`config.mk`:
```
export PLATFORM = sky130hd
export DESIGN_NAME = clock_period_meter
export DESIGN_NICKNAME = d
export VERILOG_FILES = /design/src/rtl/clock_period_meter.sv
export SDC_FILE = /design/constraint.sdc
export NUM_CORES = 1
export LEC_CHECK = 0
export CAP_MARGIN = 20
export CORE_MARGIN = 3
export CORE_UTILIZATION = 25
export DETAILED_ROUTE_END_ITERATION = 6
export GPL_ROUTABILITY_DRIVEN = 0
export PLACE_DENSITY = 0.46
export REMOVE_ABC_BUFFERS = 1
export SLEW_MARGIN = 20
export SYNTH_ARGS = -nofsm -noshare
export SYNTH_HDL_FRONTEND = slang
export SYNTH_SLANG_ARGS = --single-unit
export TNS_END_PERCENT = 1
```
`constraint.sdc`:
```
create_clock -name clock -period 1.9 [get_ports clock]
set_input_delay 0.19 -clock clock [delete_from_list [all_inputs] [get_ports clock]]
set_output_delay 0.19 -clock clock [all_outputs]
set_load 0.005 [all_outputs]
```
`src/rtl/clock_period_meter.sv`:
```
// Measures the period and high time of an asynchronous clock-like signal in
// local-clock cycles and flags periods outside programmable bounds.
module clock_period_meter #(
  parameter int CNT_W       = 16,
  parameter int SYNC_STAGES = 2
) (
  input  logic             clock,
  input  logic             reset,
  input  logic             enable,
  input  logic             sig_in,
  input  logic [CNT_W-1:0] min_period,
  input  logic [CNT_W-1:0] max_period,
  input  logic             clear,
  output logic             period_valid,
  output logic [CNT_W-1:0] period,
  output logic [CNT_W-1:0] high_time,
  output logic             too_short,
  output logic             too_long
);

  typedef enum logic [1:0] {IDLE, ARM, MEASURE} state_t;

  localparam logic [CNT_W-1:0] CNT_ONE = CNT_W'(1);
  localparam logic [CNT_W-1:0] CNT_MAX = '1;

  state_t                 state;
  logic [SYNC_STAGES-1:0] sync;
  logic                   s;
  logic                   s_d;
  logic                   rise;
  logic [CNT_W-1:0]       cnt;
  logic [CNT_W-1:0]       hcnt;
  logic [CNT_W-1:0]       cnt_inc;
  logic [CNT_W-1:0]       hcnt_inc;
  logic                   short_hit;
  logic                   long_hit;

  assign s    = sync[SYNC_STAGES-1];
  assign rise = s & ~s_d;

  // Counters stop at all-ones so an overlong period reads as saturated, never wrapped.
  assign cnt_inc  = (cnt  == CNT_MAX) ? cnt  : cnt  + CNT_ONE;
  assign hcnt_inc = (hcnt == CNT_MAX) ? hcnt : hcnt + CNT_ONE;

  assign short_hit = enable && (state == MEASURE) && rise &&
                     (min_period != '0) && (cnt < min_period);
  assign long_hit  = (state == MEASURE) && (max_period != '0) && (cnt > max_period);

  // Synchronizer and edge register run regardless of enable so re-arming sees clean edges.
  always_ff @(posedge clock or negedge reset) begin
    if (!reset) begin
      sync <= '0;
      s_d  <= 1'b0;
    end else begin
      // NOTE: non-blocking assignments let every flop sample the pre-edge value,
      // which is what makes this a shift chain rather than a single wire.
      sync <= {sync[SYNC_STAGES-2:0], sig_in};
      s_d  <= s;
    end
  end

  always_ff @(posedge clock or negedge reset) begin
    if (!reset) begin
      state        <= IDLE;
      cnt          <= '0;
      hcnt         <= '0;
      period       <= '0;
      high_time    <= '0;
      period_valid <= 1'b0;
      too_short    <= 1'b0;
      too_long     <= 1'b0;
    end else begin
      period_valid <= 1'b0;
      // A new violation in the same cycle as clear keeps the flag set.
      too_short    <= short_hit | (too_short & ~clear);
      too_long     <= long_hit  | (too_long  & ~clear);

      if (!enable) begin
        state <= IDLE;
        cnt   <= '0;
        hcnt  <= '0;
      end else begin
        case (state)
          IDLE: state <= ARM;
          ARM: begin
            if (rise) begin
              cnt   <= CNT_ONE;
              hcnt  <= CNT_ONE;
              state <= MEASURE;
            end
          end
          MEASURE: begin
            if (rise) begin
              period       <= cnt;
              high_time    <= hcnt;
              period_valid <= 1'b1;
              cnt          <= CNT_ONE;
              hcnt         <= CNT_ONE;
            end else begin
              cnt <= cnt_inc;
              if (s) hcnt <= hcnt_inc;
            end
          end
          default: state <= IDLE;
        endcase
      end
    end
  end

endmodule

```
==> results of run 1 <==
-- per-stage QoR --
stage            TNS, ns  hold slack (ns)  std cells  instance area, um^2  util [%]
2_1_floorplan     -3.101          -0.1056        402                 4136         -
3_3_place_gp      -14.69           0.1413        762                 5700     35.37
3_5_place_dp      -16.11           0.1449        762                 5700     35.37
4_1_cts         -0.05319           0.2733        779                 6108     37.90
5_1_grt          -0.7188           0.2735        779                 6126     38.01
6_report       -0.003532           0.2879        779                 6126     38.01
-- cell families (layout without fill, tap and decap cells) --
kind of cell,after synthesis,count (layout),synth area share [%]
buf+inv,46,196,4.362
compound gates,97,97,15.60
xor+xnor,6,6,1.255
simple gates,127,127,17.30
flops,72,72,43.02
mux,32,32,8.605
fa+ha+maj,33,33,9.860
-- state kept, by name (all words and copies together), names as in the netlist --
signal	cells
state	2
sync	2
too_long	1
cnt	16
period_valid	1
high_time	16
too_short	1
s_d	1
hcnt	16
period	16
-- worst max-delay path, stage by stage, from the launching register on --
cell,delay [ns]
sky130_fd_sc_hd__dfrtp_1,0.36
sky130_fd_sc_hd__and2b_2,0.25
sky130_fd_sc_hd__or4_4,0.53
sky130_fd_sc_hd__o311ai_4,0.39
sky130_fd_sc_hd__o21ai_0,0.14
sky130_fd_sc_hd__a21oi_1,0.14
-- metal layers --
layer / vias up / GRT usage [%] / part of all wire (%)
met5: - / 0 / 0
met4: 0 / 5.431 / 1.8
met3: 11 / 2.749 / 3.3
met2: 62 / 21.96 / 48
met1: 1765 / 17.30 / 47
li1: 1808 / - / -
-- power by group through the flow --
stage                     Combinational (mW)  Sequential, mW  Clock (mW)
after floorplan                        0.103            1.59           0
final                                  0.347            1.56        1.88
after global routing                   0.385            1.56        2.01
after detailed placement               0.341            1.59           0
after global placement                 0.336            1.59           0
after CTS                              0.354            1.56        1.95
-- synthesized netlist by cell type, types with 2 or more instances --
cell	n	share of area, %
sky130_fd_sc_hd__clkbuf_1	3	0.27
sky130_fd_sc_hd__nand3_1	18	2.2
sky130_fd_sc_hd__nor3_1	3	0.36
sky130_fd_sc_hd__a31oi_1	6	0.90
sky130_fd_sc_hd__and3_1	7	1.0
sky130_fd_sc_hd__or4_1	4	0.72
sky130_fd_sc_hd__mux2_2	32	8.6
sky130_fd_sc_hd__inv_1	35	3.1
sky130_fd_sc_hd__nand4_1	12	1.8
sky130_fd_sc_hd__nor2b_1	4	0.60
sky130_fd_sc_hd__or3_1	5	0.75
sky130_fd_sc_hd__buf_2	7	0.84
sky130_fd_sc_hd__and2_1	3	0.45
sky130_fd_sc_hd__o211ai_1	3	0.54
sky130_fd_sc_hd__a21o_1	9	1.6
sky130_fd_sc_hd__o21ai_0	28	3.3
sky130_fd_sc_hd__nand2b_1	8	1.2
sky130_fd_sc_hd__o31ai_1	9	1.6
sky130_fd_sc_hd__nor4_1	8	1.2
sky130_fd_sc_hd__nor2_1	19	1.7
sky130_fd_sc_hd__a21oi_1	20	2.4
sky130_fd_sc_hd__and4_1	4	0.84
sky130_fd_sc_hd__o21ai_1	3	0.36
sky130_fd_sc_hd__a311oi_1	2	0.42
sky130_fd_sc_hd__nand2_1	24	2.2
sky130_fd_sc_hd__xor2_1	5	1.0
sky130_fd_sc_hd__o21a_1	2	0.36
sky130_fd_sc_hd__dfrtp_1	72	43
sky130_fd_sc_hd__ha_1	33	9.9
-- timing repair --
| item | CTS | global route |
|---|---|---|
| setup endpoints to repair | 34 | 39 |
| endpoints found under the hold margin | 28 | 0 |
| pin swaps | 2 | 6 |
| hold buffers | 1 | 0 |
| gates resized for setup | 17 | 6 |
-- final timing paths --
path | startpoint | to | slack, ns | cells after the start
max | s_d$_DFF_PN0_ | cnt[7]$_DFFE_PN0P_ | -0.002 | 5
min reg2reg | sync[0]$_DFF_PN0_ | sync[1]$_DFF_PN0_ | 0.35 | 0
max in group asynchronous | reset | period[8]$_DFFE_PN0P_ | 1.00 | 3
max reg2reg | s_d$_DFF_PN0_ | cnt[7]$_DFFE_PN0P_ | -0.002 | 5
min | sig_in | sync[0]$_DFF_PN0_ | 0.29 | 1
min in group asynchronous | reset | high_time[6]$_DFFE_PN0P_ | 0.30 | 2
-- area by class of cell --
type | count | area [um^2] | share of cell area [%]
Multi-Input combinational cell | 295 | 2283 | 37.28
Sequential cell | 72 | 1803 | 29.43
Timing Repair Buffer | 145 | 1311 | 21.41
Tap cell | 216 | 270.3 | 4.412
Clock buffer | 9 | 225.2 | 3.676
Inverter | 35 | 131.4 | 2.145
Clock inverter | 7 | 101.3 | 1.654
==> summary.txt, run 1 <==
Floorplan
  • Initial Util: 25.99%
  • I/O pins: 72
  • Die X: 135.4 um
  • Area of the core: 0.01612 mm^2
  • Chip height: 135.4 um
  • Standard-cell row count: 46
  • Die area: 0.01834 mm^2

Power and ir drop
  • Cell-internal power: roughly 2.9 mW
  • Sw Ratio: approximately a quarter
  • Power density relative to cell area: ~600 mW/mm^2
  • Leakage component of the power: 2.895 nW
  • Worst vdd rail ir drop: around 380 uV
  • Clock power share: 49.6%
  • Portion of total power attributed to combinational logic: 9.2%
  • Power consumption: approximately 3.8 mW
  • Sw power: 0.8880 mW
  • Sequential power share: 41.2%

STA
  • Final setup violation count: 2
  • Relative max-transition margin: 72.95%
  • Final period utilization: 100.1%
  • Highest Clock Rate: 525.8 MHz
  • Unrepaired setup endpoints after global routing: true
  • Setup slack of the critical path after layout: -0.002025 ns
  • Worst clock skew: 0.01239 ns
  • Final critical path time including I/O delays and setup: between 1.5 and 2 ns
  • Hold Fails Final Rpt: 0
  • Slew at the pin closest to its max-slew limit: 0.4048 ns
  • Number of pins exceeding their max-slew limit in the final report: 0

Global routing
  • Wire length of the first global-routing pass: ~19000 um
  • Global route total overflow: 0
  • Largest net degree at the start of global routing: 45
  • Number of antenna violations at the first check in global routing: 0
  • GRT Util Overall: a little over an eighth
  • Vias in the first global route: 3840

Logic synthesis
  • Number of synthesized flops with an enable pin: 0
  • Post-synthesis sequential area ratio: 43.02%
  • Main synth FF type: sky130_fd_sc_hd__dfrtp_1
  • YS warnings: 0
  • Count of unique library cells instantiated by Yosys: 54
  • Post-synthesis cell area: 0.004188 mm^2
  • Gate count of the mapped netlist: 413
  • Synth Area per Inst: 10.14 um^2
  • Async S/R FF share, synth: 100.0%
  • Flop and latch count out of synthesis: just over 70

Run
  • Max-capacitance violation count: 0

Clocking
  • Depth of the CTS H-tree: 3
  • Count of clock tree sinks: between 70 and 80
  • Cell chosen for the clock root: sky130_fd_sc_hd__clkbuf_16
  • Largest buffer count on any clock path: 2
  • Source-to-sink clock delay at the later pin of the worst-skew pair: between 0.3 and 0.4 ns
  • Number of buffers added by the clock tree synthesis step: 9
  • Post-CTS Setup Inserts: 0
  • TritonCTS clock tree: yes
  • Clock-pin slew of the registers on the worst-case setup and hold paths: about 0.060 ns

Routing
  • WL final: ~12000 um
  • Number of remaining DRC errors: 0
  • Number of detailed-route iterations in the first pass: 4
  • Average wire per cell in the routed design: 14.88 um
  • Antenna violation net count after detailed routing: 0
  • DR vias: 3646
  • Vias per cell: 4.680
  • Violation count after the first detailed-routing iteration: around 110

Outcome
  • Status: complete, but fails checks
  • Failing checks: setup timing

Layout
  • Area added between synthesis and finish: 46.28%
  • Most used cells in the layout excluding fill and tap cells: sky130_fd_sc_hd__dfrtp_1 (71), sky130_fd_sc_hd__clkdlybuf4s50_1 (70), sky130_fd_sc_hd__buf_4 (69)
  • Total number of nets in the final design: 628
  • Most common cell after layout, fill and taps aside: sky130_fd_sc_hd__dfrtp_1
  • Fraction of layout instances using a drive strength above 1: 25.40%
  • Fill count: 1638
  • # diodes: 0

Critical path
  • Critical Path RT: 2.17 ns
  • Critical path type: reg -> reg
  • Worst-path maximum fanout: 8
  • Critical path arrival: ~2.2 ns
  • Setup crit end kind: flip-flop
  • Worst setup SP type: flip-flop

Place
  • DP HPWL: 8971 um
  • Post-placement setup slack: -0.3981 ns
  • Port Buf Inserts: 71

Hold path
  • Path category of the worst min-delay check: in -> reg
(Power assumes the default switching activity.)
==> run 2: changes to the inputs <==
--- a/config.mk
+++ b/config.mk
@@ -5,12 +5,11 @@
 export SDC_FILE = /design/constraint.sdc
 export NUM_CORES = 1
 export LEC_CHECK = 0
-export CAP_MARGIN = 20
 export CORE_MARGIN = 3
 export CORE_UTILIZATION = 25
 export DETAILED_ROUTE_END_ITERATION = 6
 export GPL_ROUTABILITY_DRIVEN = 0
-export PLACE_DENSITY = 0.46
+export PLACE_DENSITY = 0.45
 export REMOVE_ABC_BUFFERS = 1
 export SLEW_MARGIN = 20
 export SYNTH_ARGS = -nofsm -noshare
==> constraint.sdc (replaced) <==
create_clock -name clock -period 2.1 [get_ports clock]
set_input_delay 0.21 -clock clock [delete_from_list [all_inputs] [get_ports clock]]
set_output_delay 0.21 -clock clock [all_outputs]
set_load 0.005 [all_outputs]
==> summary.txt, run 2 (synthesis results as in run 1) <==
Outcome
  • Status: finished, final reports clean

STA
  • Hold Fails Final Rpt: 0
  • Slew at the pin closest to its max-slew limit: around 0.40 ns
  • Worst clock skew: 0.01004 ns
  • Final setup violation count: 0
  • Unrepaired setup endpoints after global routing: true
  • Final critical path time including I/O delays and setup: roughly 2.0 ns
  • Relative max-transition margin: 73.01%
  • Highest Clock Rate: 500.7 MHz
  • Setup TNS: 0 ns
  • Final period utilization: 95.10%
  • Number of pins exceeding their max-slew limit in the final report: 0

Layout
  • Most used cells in the layout excluding fill and tap cells: sky130_fd_sc_hd__dfrtp_1 (71), sky130_fd_sc_hd__clkdlybuf4s50_1 (70), sky130_fd_sc_hd__buf_4 (51)
  • Fraction of layout instances using a drive strength above 1: 20.66%
  • Fill count: 1671
  • Most common cell after layout, fill and taps aside: sky130_fd_sc_hd__dfrtp_1
  • Total number of nets in the final design: 607
  • Area added between synthesis and finish: 40.54%
  • Post-Route Utilization: 36.52%
  • # diodes: 0

Global routing
  • Global route total overflow: 0
  • GRT Util Overall: 13.14%
  • Wire length of the first global-routing pass: between 15000 and 20000 um
  • Number of antenna violations at the first check in global routing: 0
  • Largest net degree at the start of global routing: 48
  • Vias in the first global route: 3792

Critical path
  • Worst setup SP type: flip-flop
  • Critical path arrival: 2.27 ns
  • Critical Path RT: 2.37 ns
  • Crit path max-delay cell type: sky130_fd_sc_hd__dfrtp_2
  • Critical path, cell by cell: nand4bb_4, a311oi_4, o311ai_4, or4_1, a21oi_1
  • Setup crit end kind: flip-flop
  • Critical path type: reg -> reg
  • Worst-path maximum fanout: 8
  • Delay of the slowest cell on the worst path: 0.46 ns

Clocking
  • Post-CTS Setup Inserts: 0
  • Number of buffers added by the clock tree synthesis step: 9
  • Largest buffer count on any clock path: 2
  • Source-to-sink clock delay at the later pin of the worst-skew pair: 0.34 ns
  • Count of clock tree sinks: 72
  • Depth of the CTS H-tree: 3
  • Clock-pin slew of the registers on the worst-case setup and hold paths: 0.07 ns
  • TritonCTS clock tree: yes
  • Cell chosen for the clock root: sky130_fd_sc_hd__clkbuf_16

Floorplan
  • Die area: 0.01834 mm^2
  • I/O pins: 72
  • Area of the core: between 0.015 and 0.02 mm^2
  • Standard-cell row count: 46
  • Chip height: 135.4 um
  • Die X: around 140 um
  • Initial Util: 25.99%

Hold path
  • Path category of the worst min-delay check: in -> async

Routing
  • Violation count after the first detailed-routing iteration: around 120
  • Antenna violation net count after detailed routing: 0
  • Vias per cell: 4.749
  • DR vias: between 3000 and 4000
  • WL final: 11230 um
  • Number of remaining DRC errors: 0
  • Average wire per cell in the routed design: 14.81 um
  • Number of detailed-route iterations in the first pass: 4

Power and ir drop
  • Power density relative to cell area: just under 600 mW/mm^2
  • Worst vdd rail ir drop: between 300 and 400 uV
  • Leakage component of the power: roughly 2.8 nW

Run
  • Max-capacitance violation count: 0

Place
  • Port Buf Inserts: 71
  • DP HPWL: 8632 um
==> run 2: cell type report <==
| type | instances | area (um^2) | area share, % |
|---|---|---|---|
| Multi-Input combinational cell | 295 | 2213 | 37.61 |
| Sequential cell | 72 | 1803 | 30.63 |
| Timing Repair Buffer | 124 | 1134 | 19.26 |
| Tap cell | 216 | 270.3 | 4.592 |
| Clock buffer | 9 | 225.2 | 3.827 |
| Inverter | 35 | 131.4 | 2.232 |
| Clock inverter | 7 | 108.9 | 1.849 |
==> run 2: worst paths after layout <==
kind	startpoint	end	slack, ns	depth (start not counted)
max reg2reg	state[1]$_DFFE_PN0P_	cnt[15]$_DFFE_PN0P_	0.10	5
min in group clock	sig_in	sync[0]$_DFF_PN0_	0.31	1
max in group asynchronous	reset	cnt[1]$_DFFE_PN0P_	1.19	3
min	reset	high_time[6]$_DFFE_PN0P_	0.31	2
min reg2reg	sync[0]$_DFF_PN0_	sync[1]$_DFF_PN0_	0.35	0
max	state[1]$_DFFE_PN0P_	cnt[15]$_DFFE_PN0P_	0.10	5
==> run 2: where the power goes <==
part / switching, mW / internal [mW]
Clock: 0.679 / 1.07
Combinational: 0.142 / 0.148
Sequential: 0.00992 / 1.40
==> run 2: metrics by stage <==
stage | setup slack (ns) | area [um^2] | power [mW] | cells | hold WS [ns]
4_1_cts | 0.04641 | 5874 | 3.514 | 758 | 0.2921
3_5_place_dp | -0.2256 | 5530 | 1.730 | 741 | 0.1553
2_1_floorplan | -0.08382 | 4136 | 1.535 | 402 | -0.08559
5_1_grt | -0.02285 | 5886 | 3.603 | 758 | 0.3013
3_3_place_gp | -0.2136 | 5530 | 1.725 | 741 | 0.1543
6_report | 0.1030 | 5886 | 3.450 | 758 | 0.3094
==> run 2: per-layer routing <==
metal  wire length [um]  part of all wire (%)  global-route usage [%]
met1               5290                    47                   17.09
met2               5301                    47                   21.68
met3                413                   3.7                   2.377
met4                221                   2.0                   5.151
met5                  0                     0                       0
==> run 2: what timing repair did <==
action                     4_1_cts  5_1_grt
gates resized for setup          0        4
hold buffers                     1        0
hold endpoints to repair        25        0
setup endpoints to repair        0        9
==> run 2: critical path: cells and delay by family, from the launching register on <==
kind / cells / cell delay, ns
AOI/OAI and AO/OA: 3 / 0.75
DFF: 1 / 0.46
and+or+nand+nor: 2 / 0.72
==> run 3: changes to the inputs <==
--- a/config.mk
+++ b/config.mk
@@ -5,11 +5,12 @@
 export SDC_FILE = /design/constraint.sdc
 export NUM_CORES = 1
 export LEC_CHECK = 0
-export CORE_MARGIN = 3
 export CORE_UTILIZATION = 25
 export DETAILED_ROUTE_END_ITERATION = 6
+export DONT_BUFFER_PORTS = 1
 export GPL_ROUTABILITY_DRIVEN = 0
-export PLACE_DENSITY = 0.45
+export PLACE_DENSITY = 0.39
+export RECOVER_POWER = 25
 export REMOVE_ABC_BUFFERS = 1
 export SLEW_MARGIN = 20
 export SYNTH_ARGS = -nofsm -noshare
==> summary.txt, run 3 (synthesis results as in run 1) <==
Outcome
  • Status: finished, final reports clean

STA
  • Highest Clock Rate: 497.6 MHz
  • Number of pins exceeding their max-slew limit in the final report: 0
  • Unrepaired setup endpoints after global routing: true
  • Final critical path time including I/O delays and setup: about 2 ns
  • Hold Fails Final Rpt: 0
  • Worst clock skew: around 0.0065 ns
  • Slew at the pin closest to its max-slew limit: 1.052 ns
  • Relative max-transition margin: around 30%
  • Final setup violation count: 0
  • Final period utilization: 95.70%

Clocking
  • Largest buffer count on any clock path: 2
  • Count of clock tree sinks: 72
  • Cell chosen for the clock root: sky130_fd_sc_hd__clkbuf_16
  • TritonCTS clock tree: yes
  • Number of buffers added by the clock tree synthesis step: 9
  • Post-CTS Setup Inserts: 0
  • Depth of the CTS H-tree: 3
  • Clock-pin slew of the registers on the worst-case setup and hold paths: 0.06 ns
  • Source-to-sink clock delay at the later pin of the worst-skew pair: 0.34 ns

Place
  • DP HPWL: 8238 um
  • Port Buf Inserts: 0
  • Placed instance count: roughly 650

Floorplan
  • I/O pins: slightly above 70
  • Area of the core: 0.01612 mm^2
  • Initial Util: 25.99%
  • Standard-cell row count: 46
  • Die X: 131.4 um
  • Die area: ~0.017 mm^2
  • Chip height: 131.4 um

Routing
  • Vias per cell: 4.875
  • WL final: between 10000 and 15000 um
  • Number of remaining DRC errors: 0
  • Average wire per cell in the routed design: 16.72 um
  • DR vias: 3286
  • Number of detailed-route iterations in the first pass: 5
  • Violation count after the first detailed-routing iteration: 128
  • Antenna violation net count after detailed routing: 0

Layout
  • Area of the multi-input gates: roughly 0.0022 mm^2
  • Most used cells in the layout excluding fill and tap cells: sky130_fd_sc_hd__dfrtp_1 (72), sky130_fd_sc_hd__buf_4 (36), sky130_fd_sc_hd__inv_1 (35)
  • Area added between synthesis and finish: 20.11%
  • Total number of nets in the final design: approximately 520
  • Most common cell after layout, fill and taps aside: sky130_fd_sc_hd__dfrtp_1
  • Fill count: about 1700
  • Fraction of layout instances using a drive strength above 1: 20.74%
  • Post-route insts no fill: slightly below 700
  • Area used by sequential logic in the layout: 0.001802 mm^2
  • # diodes: 0

Global routing
  • Wire length of the first global-routing pass: approximately 18000 um
  • Number of antenna violations at the first check in global routing: 0
  • GRT Util Overall: 13.69%
  • Global route total overflow: 0
  • Largest net degree at the start of global routing: 73
  • Vias in the first global route: 3291

Run
  • Max-capacitance violation count: 0

Critical path
  • End of the worst register-to-register path: hcnt[15]$_DFFE_PN0P_
  • Critical Path RT: between 2 and 2.5 ns
  • Depth of the worst register-to-register path: 6
  • Critical path arrival: between 2 and 2.5 ns
  • Worst-path maximum fanout: 8
  • Flop2flop setup slack: 0.09 ns
  • Worst setup SP type: flip-flop
  • Critical path type: reg -> reg
  • Setup crit end kind: flip-flop
  • FF-to-FF Start: hcnt[0]$_DFFE_PN0P_

Hold path
  • Hold Path Depth: 1
  • Path category of the worst min-delay check: in -> reg
  • WHS Endpoint: cnt[0]$_DFFE_PN0P_
  • Origin of the worst min-delay path: enable

Power and ir drop
  • Power consumption: 3.170 mW
  • Power density relative to cell area: between 600 and 700 mW/mm^2
  • Leakage component of the power: 2.435 nW
  • Worst vdd rail ir drop: 371.2 uV
run 3: cell count changes in the layout (fill, tap and decap cells not counted), sizes merged:
| cell | before | now |
|---|---|---|
| dlygate4sd3 | 1 | 4 |
| clkinv | 0 | 3 |
| inv | 40 | 36 |
| bufinv | 2 | 1 |
| clkinvlp | 0 | 1 |
| clkdlybuf4s50 | 70 | 0 |
| buf | 53 | 36 |
| clkbuf | 9 | 10 |
run 3: how the worst max path moves through the flow:
stage	endpoint	startpoint	slack, ns
after detailed placement	cnt[15]$_DFFE_PN0P_	state[1]$_DFFE_PN0P_	0.03
after floorplan	too_short$_DFF_PN0_	state[0]$_DFFE_PN0P_	-0.08
final	hcnt[15]$_DFFE_PN0P_	hcnt[0]$_DFFE_PN0P_	0.09
after global routing	cnt[15]$_DFFE_PN0P_	state[1]$_DFFE_PN0P_	-0.06
after CTS	cnt[15]$_DFFE_PN0P_	state[1]$_DFFE_PN0P_	0.01
after global placement	cnt[9]$_DFFE_PN0P_	state[1]$_DFFE_PN0P_	0.07
run 3: layer usage:
metal	vias to the layer above	GRT usage [%]	part of all wire, %
met4	0	5.426	1.5
li1	1616	-	-
met1	1616	17.89	48
met2	43	21.81	47
met3	11	3.048	3.2
met5	-	0	0
run 3: critical path, stage by stage, from the launching register on:
cell and delay (ns):
sky130_fd_sc_hd__dfrtp_1 0.38, sky130_fd_sc_hd__ha_1 0.24, sky130_fd_sc_hd__and3_1 0.17, sky130_fd_sc_hd__and4_1 0.29, sky130_fd_sc_hd__a211o_1 0.31, sky130_fd_sc_hd__o311a_1 0.29
sky130_fd_sc_hd__or2_1 0.22
run 3: stage by stage:
stage | TNS (ns) | setup WS [ns] | cell area, um^2 | utilization, % | hold slack, ns
after floorplan | -0.08382 | -0.08382 | 4136 | - | -0.08559
after global placement | 0 | 0.07422 | 4677 | 29.02 | -0.08093
after detailed placement | 0 | 0.02715 | 4677 | 29.02 | -0.08089
after CTS | 0 | 0.009727 | 5039 | 31.27 | 0.001261
after global routing | -0.1195 | -0.06160 | 5030 | 31.21 | 0.02067
final | 0 | 0.09039 | 5030 | 31.21 | 0.02130
run 3: timing repair:
item,CTS,global route
endpoints found under the hold margin,74,0
hold buffers,5,0
gates resized for setup,0,4
endpoints found under the setup margin,0,11
run 3: area by class of cell:
type	count	area share, %
Multi-Input combinational cell	295	44.03
Sequential cell	72	35.82
Timing Repair Buffer	41	6.318
Tap cell	216	5.373
Clock buffer	9	4.478
Inverter	35	2.612
Clock inverter	6	1.368
run 3: report_power, final:
group	total [mW]	switching [mW]	internal, mW
clock network	1.57	0.650	0.920
logic	0.188	0.113	0.0749
registers	1.41	0.0108	1.40
total	3.17	0.774	2.40
